**src/rtl/seq_detector.sv**
```systemverilog
// ============================================================================
//  Module   : seq_detector
//  Purpose  : Serial pattern detector with fill FSM, match pulse and
//             saturating match counter. Define SEQ_OVERLAP_EN for
//             overlapping detection (default: non-overlapping).
//  Revision : 1.0 - initial release
// ============================================================================
`default_nettype none

module seq_detector #(
   parameter int               PAT_W   = 4,
   parameter logic [PAT_W-1:0] PATTERN = 4'b1011,
   parameter int               CNT_W   = 8
) (
   input  logic             clk,
   input  logic             rst,
   input  logic             en,
   input  logic             d,
   output logic [PAT_W-1:0] hist,
   output logic             full,
   output logic             match,
   output logic [CNT_W-1:0] count
);

   localparam int                c_FILL_W   = $clog2(PAT_W + 1);
   localparam logic [c_FILL_W-1:0] c_FILL_MAX = c_FILL_W'(PAT_W);
`ifdef SEQ_OVERLAP_EN
   localparam logic [c_FILL_W-1:0] c_FILL_AFTER_HIT = c_FILL_MAX;
`else
   localparam logic [c_FILL_W-1:0] c_FILL_AFTER_HIT = '0;
`endif

   typedef enum logic [0:0] {
      ST_FILLING = 1'b0,
      ST_FULL    = 1'b1
   } state_t;

   state_t              r_state;
   logic [c_FILL_W-1:0] r_fill;
   logic [PAT_W-1:0]    r_hist;
   logic                r_match;
   logic [CNT_W-1:0]    r_count;

   logic [PAT_W-1:0]    w_hist_n;
   logic [c_FILL_W-1:0] w_fill_n;
   logic [c_FILL_W-1:0] w_fill_nxt;
   logic                w_hit;
   logic                w_count_max;

   assign w_hist_n    = {r_hist[PAT_W-2:0], d};
   assign w_fill_n    = (r_fill == c_FILL_MAX) ? r_fill : r_fill + c_FILL_W'(1);
   // Requiring a full window of sampled bits keeps the reset history from matching.
   assign w_hit       = (w_fill_n == c_FILL_MAX) && (w_hist_n == PATTERN);
   assign w_fill_nxt  = w_hit ? c_FILL_AFTER_HIT : w_fill_n;
   assign w_count_max = &r_count;

   always_ff @(posedge clk) begin
      if (rst) begin
         r_state <= ST_FILLING;
         r_fill  <= '0;
         r_hist  <= '0;
         r_match <= 1'b0;
         r_count <= '0;
      end else if (en) begin
         r_hist  <= w_hist_n;
         r_match <= w_hit;
         r_fill  <= w_fill_nxt;
         r_state <= (w_fill_nxt == c_FILL_MAX) ? ST_FULL : ST_FILLING;
         if (w_hit && !w_count_max)
            r_count <= r_count + CNT_W'(1);
      end else begin
         r_match <= 1'b0;
      end
   end

   assign hist  = r_hist;
   assign full  = (r_state == ST_FULL);
   assign match = r_match;
   assign count = r_count;

endmodule

`default_nettype wire

```
**config.mk**
```make
export PLATFORM = sky130hd
export DESIGN_NAME = seq_detector
export DESIGN_NICKNAME = d
export VERILOG_FILES = /design/src/rtl/seq_detector.sv
export SDC_FILE = /design/constraint.sdc
export NUM_CORES = 1
export LEC_CHECK = 0
export ABC_AREA = 1
export ABC_CLOCK_PERIOD_IN_PS = 2500
export CAP_MARGIN = 25
export CORE_MARGIN = 8
export CORE_UTILIZATION = 30
export DETAILED_ROUTE_END_ITERATION = 12
export HOLD_SLACK_MARGIN = 0.05
export PLACE_DENSITY = 0.48
export SYNTH_ARGS = -nofsm -noshare
export SYNTH_HDL_FRONTEND = slang
export SYNTH_SLANG_ARGS = --single-unit
```
**constraint.sdc**
```tcl
create_clock -name clk -period 2.5 [get_ports clk]
set_input_delay 0.375 -clock clk [delete_from_list [all_inputs] [get_ports clk]]
set_output_delay 0.375 -clock clk [all_outputs]
set_load 0.02 [all_outputs]
```
After elaboration in Yosys (flattened, before gate mapping). Index checks and enable logic that the tools add are counted.

Flip-flop bits (word level): 17. Input port bits: 4. Output and inout port bits: 14. Logic and storage cells: 21.

Add/sub/neg operators: 2. Eq/ne operators: 4. Mux-type cells: 3. Bitwise gates (word level): 1. Reductions and logical operators: 6.

Operator list (count): $eq 3x3->1 const B (3); $add 8x1->8 const B (1); $reduce_and 8->1 (1); $mux 3 (2); $eq 4x4->1 const B (1); $add 3x1->3 const B (1); $logic_and 1x1->1 (2); $reduce_and 2->1 (1); $reduce_or 2->1 (1); $logic_not 1->1 (1); $mux 1 (1); $not 1->1 (1).

Logic depth before layout (Yosys ltp).
Depth in word-level cells: 7. Mapped depth: 11. Depth with buffers taken out: 10.

Least setup slack after synthesis. No wires, ideal clock.

Path type: register -> register. Start point: register r_count[0], in the netlist count[0]. End point: register r_count[5], in the netlist count[5]. Library setup time: 0.110 ns. Arrival time: 1.422 ns. Data required time: 2.390 ns. Path slack: 0.968 ns. Cell stages (with the launch flop): 10. Path buffers: 1. Clock period less this slack: 1.532 ns. Cell sequence: dfxtp_1 -> ha_1 -> nand2_1 -> nor2_1 -> nand3_1 -> buf_4 -> nand3_1 -> nand2_1 -> inv_1 -> nor2_1.

Longest elaborated chain between the ends: 4. Elaborated cells on any way between the ends: 5. Classes of those cells: add/sub (1); reduce/logical (4).

Ends and longest elaborated chain: start: declaration (line 42) `logic [CNT_W-1:0] r_count;`; start signal: assignment (line 70) `r_count <= r_count + CNT_W'(1);`; parallel branches: the longest is 4 deep, another holds $add 8x1->8.

Parallel ways; which one is timed is not known. A chain may end at the register's enable or synchronous reset.

Worst setup path after layout.
Start point: register r_count[0], in the netlist count[0]. End point: register r_count[1], in the netlist count[1].

Same word-level chain as after synthesis.

==> impl_summary.log <==
[metrics] net count after synthesis: 150
[metrics] max capacitance violation total: 0
[metrics] total congestion overflow: 0
[metrics] final hold viol count: 0
[metrics] fraction of the mapped netlist area in compound gates: 5.74%
[metrics] ordered cell list for the critical path: ha_1 > nand2_1 > nor2_1 > nand3_1 > nand3_1 > nand2_1 > inv_1 > nor2_1
[metrics] Worst setup SP type: register
[metrics] total half-perimeter wirelength after legalization and detailed placement: 1580 µm
[metrics] Initial DRC Count: 25
[metrics] Slew @ Worst Pin: 0.551 ns
[metrics] CP required: 2.70 ns
[metrics] cell count after synthesis: 143
[metrics] YS warnings: 0
[metrics] leakage power summed over all cells: 0.518 nW
[metrics] wire length reported by the detailed router: 2160 µm
[metrics] antenna violations before repair: 0
[metrics] Slew headroom: 63.2%
[metrics] chip height: 72.5 µm
[metrics] # setup viols final: 0
[metrics] CP arrival: 1.95 ns
[metrics] proportion of power drawn by the clock network: 30.3%
[metrics] root buffer cell: sky130_fd_sc_hd__clkbuf_4
[metrics] H-tree levels: 1
[metrics] delay of the slowest cell on the worst path: 0.42 ns
[metrics] clock slew at reported path FFs: 0.10 ns
[metrics] Distinct cells, synth: 21
[metrics] parity-gate share of the synthesized area counting xor and xnor cells: 0%
[metrics] max frequency: 573 MHz
[metrics] switching pwr: 0.135 mW
[metrics] area of the die: 5260 µm²
[metrics] clock tree from TritonCTS: done
[metrics] post-CTS setup buffers: 0
[metrics] count of inserted antenna diode cells: 0
[metrics] worst vdd ir: 0.269 mV
[metrics] Avg Inst Size Synth: 6.70 µm²
[metrics] Worst Path Max Fanout: 15
[metrics] number of clock buffers inserted by TritonCTS: 3
[metrics] portion of netlist area occupied by mux cells: 0%
[metrics] Die Wd: 72.5 µm
[metrics] post-layout minimum cycle time: 1.74 ns
[metrics] total via count after detailed routing: 888
[metrics] area taken by flip-flops and latches: 340 µm²
[metrics] final total negative setup slack: 0 ns
[metrics] area delta synth->final: 23.9%
[metrics] area used by multi-input combinational logic: 472 µm²
[metrics] outcome: finished, final reports clean
[metrics] net total in the final layout: 169
[metrics] initial core utilization: 31.4%
[metrics] kind of cell with the highest combined delay on the critical path: simple AND/OR/NAND/NOR gates
[metrics] Gate power share: 13.2%
[metrics] routed length per placed instance: 10.5 µm
[metrics] Core ar.: 3050 µm²
[metrics] endpoint type of the worst setup path: register
[metrics] Avg Vias per Cell: 4.33
[metrics] Initial DRT Pass Iterations: 4
[metrics] input/output buffers: 17
[metrics] Final Max Tran Viols: 0
[metrics] share of total power consumed by net switching: 26.7%
[metrics] RSZ-0062 raised after global routing: false
[metrics] remaining antenna violation count: 0
[metrics] number of synthesized register bits: 17
[metrics] part of the total power dissipated in sequential elements: 56.5%
[metrics] maximum clock insertion buffer count: 2
[metrics] combinational family with the most area after synthesis: simple AND/OR/NAND/NOR gates
[metrics] worst setup path category: register to register
[metrics] internal power summed over all cells: 0.370 mW
[metrics] post-route setup slack: 0.756 ns
[metrics] Fillers: 361
[metrics] count of clock tree sinks: 17
[metrics] share of the clock period used by the worst path after layout: 69.8%
[metrics] DR DRC count: 0
[metrics] simple-gate portion of the synthesized area: 39.6%
[metrics] largest net degree at the start of global routing: 17
[metrics] Worst-Skew Late Latency: 0.29 ns
[metrics] hold_buf cts: 0
[metrics] power density normalized to cell area: 425 nW/µm²
[metrics] standard-cell row count: 20
[metrics] Worst path slowest cell: sky130_fd_sc_hd__dfxtp_1
[metrics] adder and majority cell fraction of the synthesized area: 3.92%
[metrics] overall fraction of global-route tracks in use: 8.99%
[metrics] IO Pins: 18
[metrics] worst hold path class: register to register
[metrics] first-pass GRT wire length: 3810 µm
[metrics] maximum clock skew at final layout: 0.00177 ns
[metrics] minimum hold slack: 0.476 ns
[metrics] post-synthesis cell area: 958 µm²
[metrics] Post-Place Setup Slack: 0.711 ns
[metrics] proportion of synthesized chip area in sequential cells: 35.5%
[metrics] share of final-layout standard cells stronger than drive strength 1: 6.83%
[metrics] vias in the first global route: 862
[metrics] RD Place Congestion: 0.754
[metrics] buffer and inverter count on the worst path: 1
[metrics] CTS-repair resized insts: 0
==> cells by family after synthesis <==
group                      Yosys count
and+or+nand+nor                     78
DFF                                 17
AOI/OAI and AO/OA                   10
adders and majority gates            3
buffers and inverters               35
==> sequential cells by signal (all words and copies together) (netlist names) <==
name    cells
count       8
full        1
hist        4
r_fill      3
match       1
==> cell usage after synthesis <==
cell	count	area (µm²)
sky130_fd_sc_hd__nand2_1	31	116
sky130_fd_sc_hd__nor3_1	2	10.0
sky130_fd_sc_hd__nor2_8	1	20.0
sky130_fd_sc_hd__nand3_2	1	10.0
sky130_fd_sc_hd__clkbuf_1	2	7.51
sky130_fd_sc_hd__a21oi_1	4	20.0
sky130_fd_sc_hd__nand3_1	11	55.1
sky130_fd_sc_hd__o21ai_0	4	20.0
sky130_fd_sc_hd__nand3b_4	1	20.0
sky130_fd_sc_hd__buf_4	1	7.51
sky130_fd_sc_hd__nor2_1	19	71.3
sky130_fd_sc_hd__buf_8	1	15.0
sky130_fd_sc_hd__a211oi_1	1	7.51
sky130_fd_sc_hd__nand4_1	8	50.1
sky130_fd_sc_hd__o211ai_1	1	7.51
sky130_fd_sc_hd__nand2_2	3	18.8
sky130_fd_sc_hd__nand3b_1	1	7.51
sky130_fd_sc_hd__inv_1	30	113
sky130_fd_sc_hd__dfxtp_1	17	340
sky130_fd_sc_hd__ha_1	3	37.5
sky130_fd_sc_hd__inv_2	1	3.75
==> layout make-up <==
class,count,share of cell area (%)
Multi-Input combinational cell,91,39.7
Sequential cell,17,28.7
Timing Repair Buffer,18,15.0
Inverter,31,9.80
Tap cell,44,4.64
Clock buffer,4,2.21
==> power by group through the flow <==
stage | clock [mW] | sequential, mW | combinational, mW
4_1_cts | 0.162 | 0.285 | 0.0678
2_1_floorplan | 0 | 0.295 | 0.0382
6_report | 0.153 | 0.285 | 0.0664
3_3_place_gp | 0 | 0.291 | 0.0675
5_1_grt | 0.175 | 0.287 | 0.0744
3_5_place_dp | 0 | 0.291 | 0.0673
==> worst paths after layout <==
kind / slack (ns) / from / endpoint / cells after the start
min reg2reg: 0.48 / full / full / 2
min: 0.48 / full / full / 2
max reg2reg: 0.76 / count[0] / count[1] / 8
max: 0.76 / count[0] / count[1] / 8
==> metrics by stage <==
stage | std cells | area, µm² | util, % | total power, mW
2_1_floorplan | 143 | 958 | - | 0.333
3_3_place_gp | 201 | 1160 | 38.0 | 0.358
3_5_place_dp | 201 | 1160 | 38.0 | 0.358
4_1_cts | 205 | 1190 | 38.9 | 0.515
5_1_grt | 205 | 1190 | 38.9 | 0.535
6_report | 205 | 1190 | 38.9 | 0.504
==> worst min-delay path: stages, from the launching register on <==
cell                      delay, ns
sky130_fd_sc_hd__dfxtp_1       0.33
sky130_fd_sc_hd__nand2_1       0.06
sky130_fd_sc_hd__a21oi_1       0.06
==> placed cells by master (no fill, tap or decap) <==
master                            Yosys  layout
sky130_fd_sc_hd__a211oi_1             1       1
sky130_fd_sc_hd__a21oi_1              4       4
sky130_fd_sc_hd__buf_4                1       1
sky130_fd_sc_hd__clkbuf_1             2       1
sky130_fd_sc_hd__clkbuf_4             0       3
sky130_fd_sc_hd__clkdlybuf4s50_1      0      17
sky130_fd_sc_hd__dfxtp_1             17      17
sky130_fd_sc_hd__ha_1                 3       3
sky130_fd_sc_hd__inv_1               30      30
sky130_fd_sc_hd__inv_2                1       1
sky130_fd_sc_hd__nand2_1             31      31
sky130_fd_sc_hd__nand2_2              3       3
sky130_fd_sc_hd__nand3_1             11      11
sky130_fd_sc_hd__nand3_2              1       1
sky130_fd_sc_hd__nand3b_1             1       1
sky130_fd_sc_hd__nand3b_4             1       1
sky130_fd_sc_hd__nand4_1              8       8
sky130_fd_sc_hd__nor2_1              19      19
sky130_fd_sc_hd__nor2_8               1       1
sky130_fd_sc_hd__nor3_1               2       2
sky130_fd_sc_hd__o211ai_1             1       1
sky130_fd_sc_hd__o21ai_0              4       4
==> layer usage <==
layer  wire (µm)  vias to the layer above  GRT usage, %
li1            -                      478             -
met1        1020                      394          10.4
met2         982                       14          14.7
met3         130                        2          3.99
met4          19                        0          2.00
met5           0                        -             0
No activity file was read; power rests on OpenSTA's default activity.
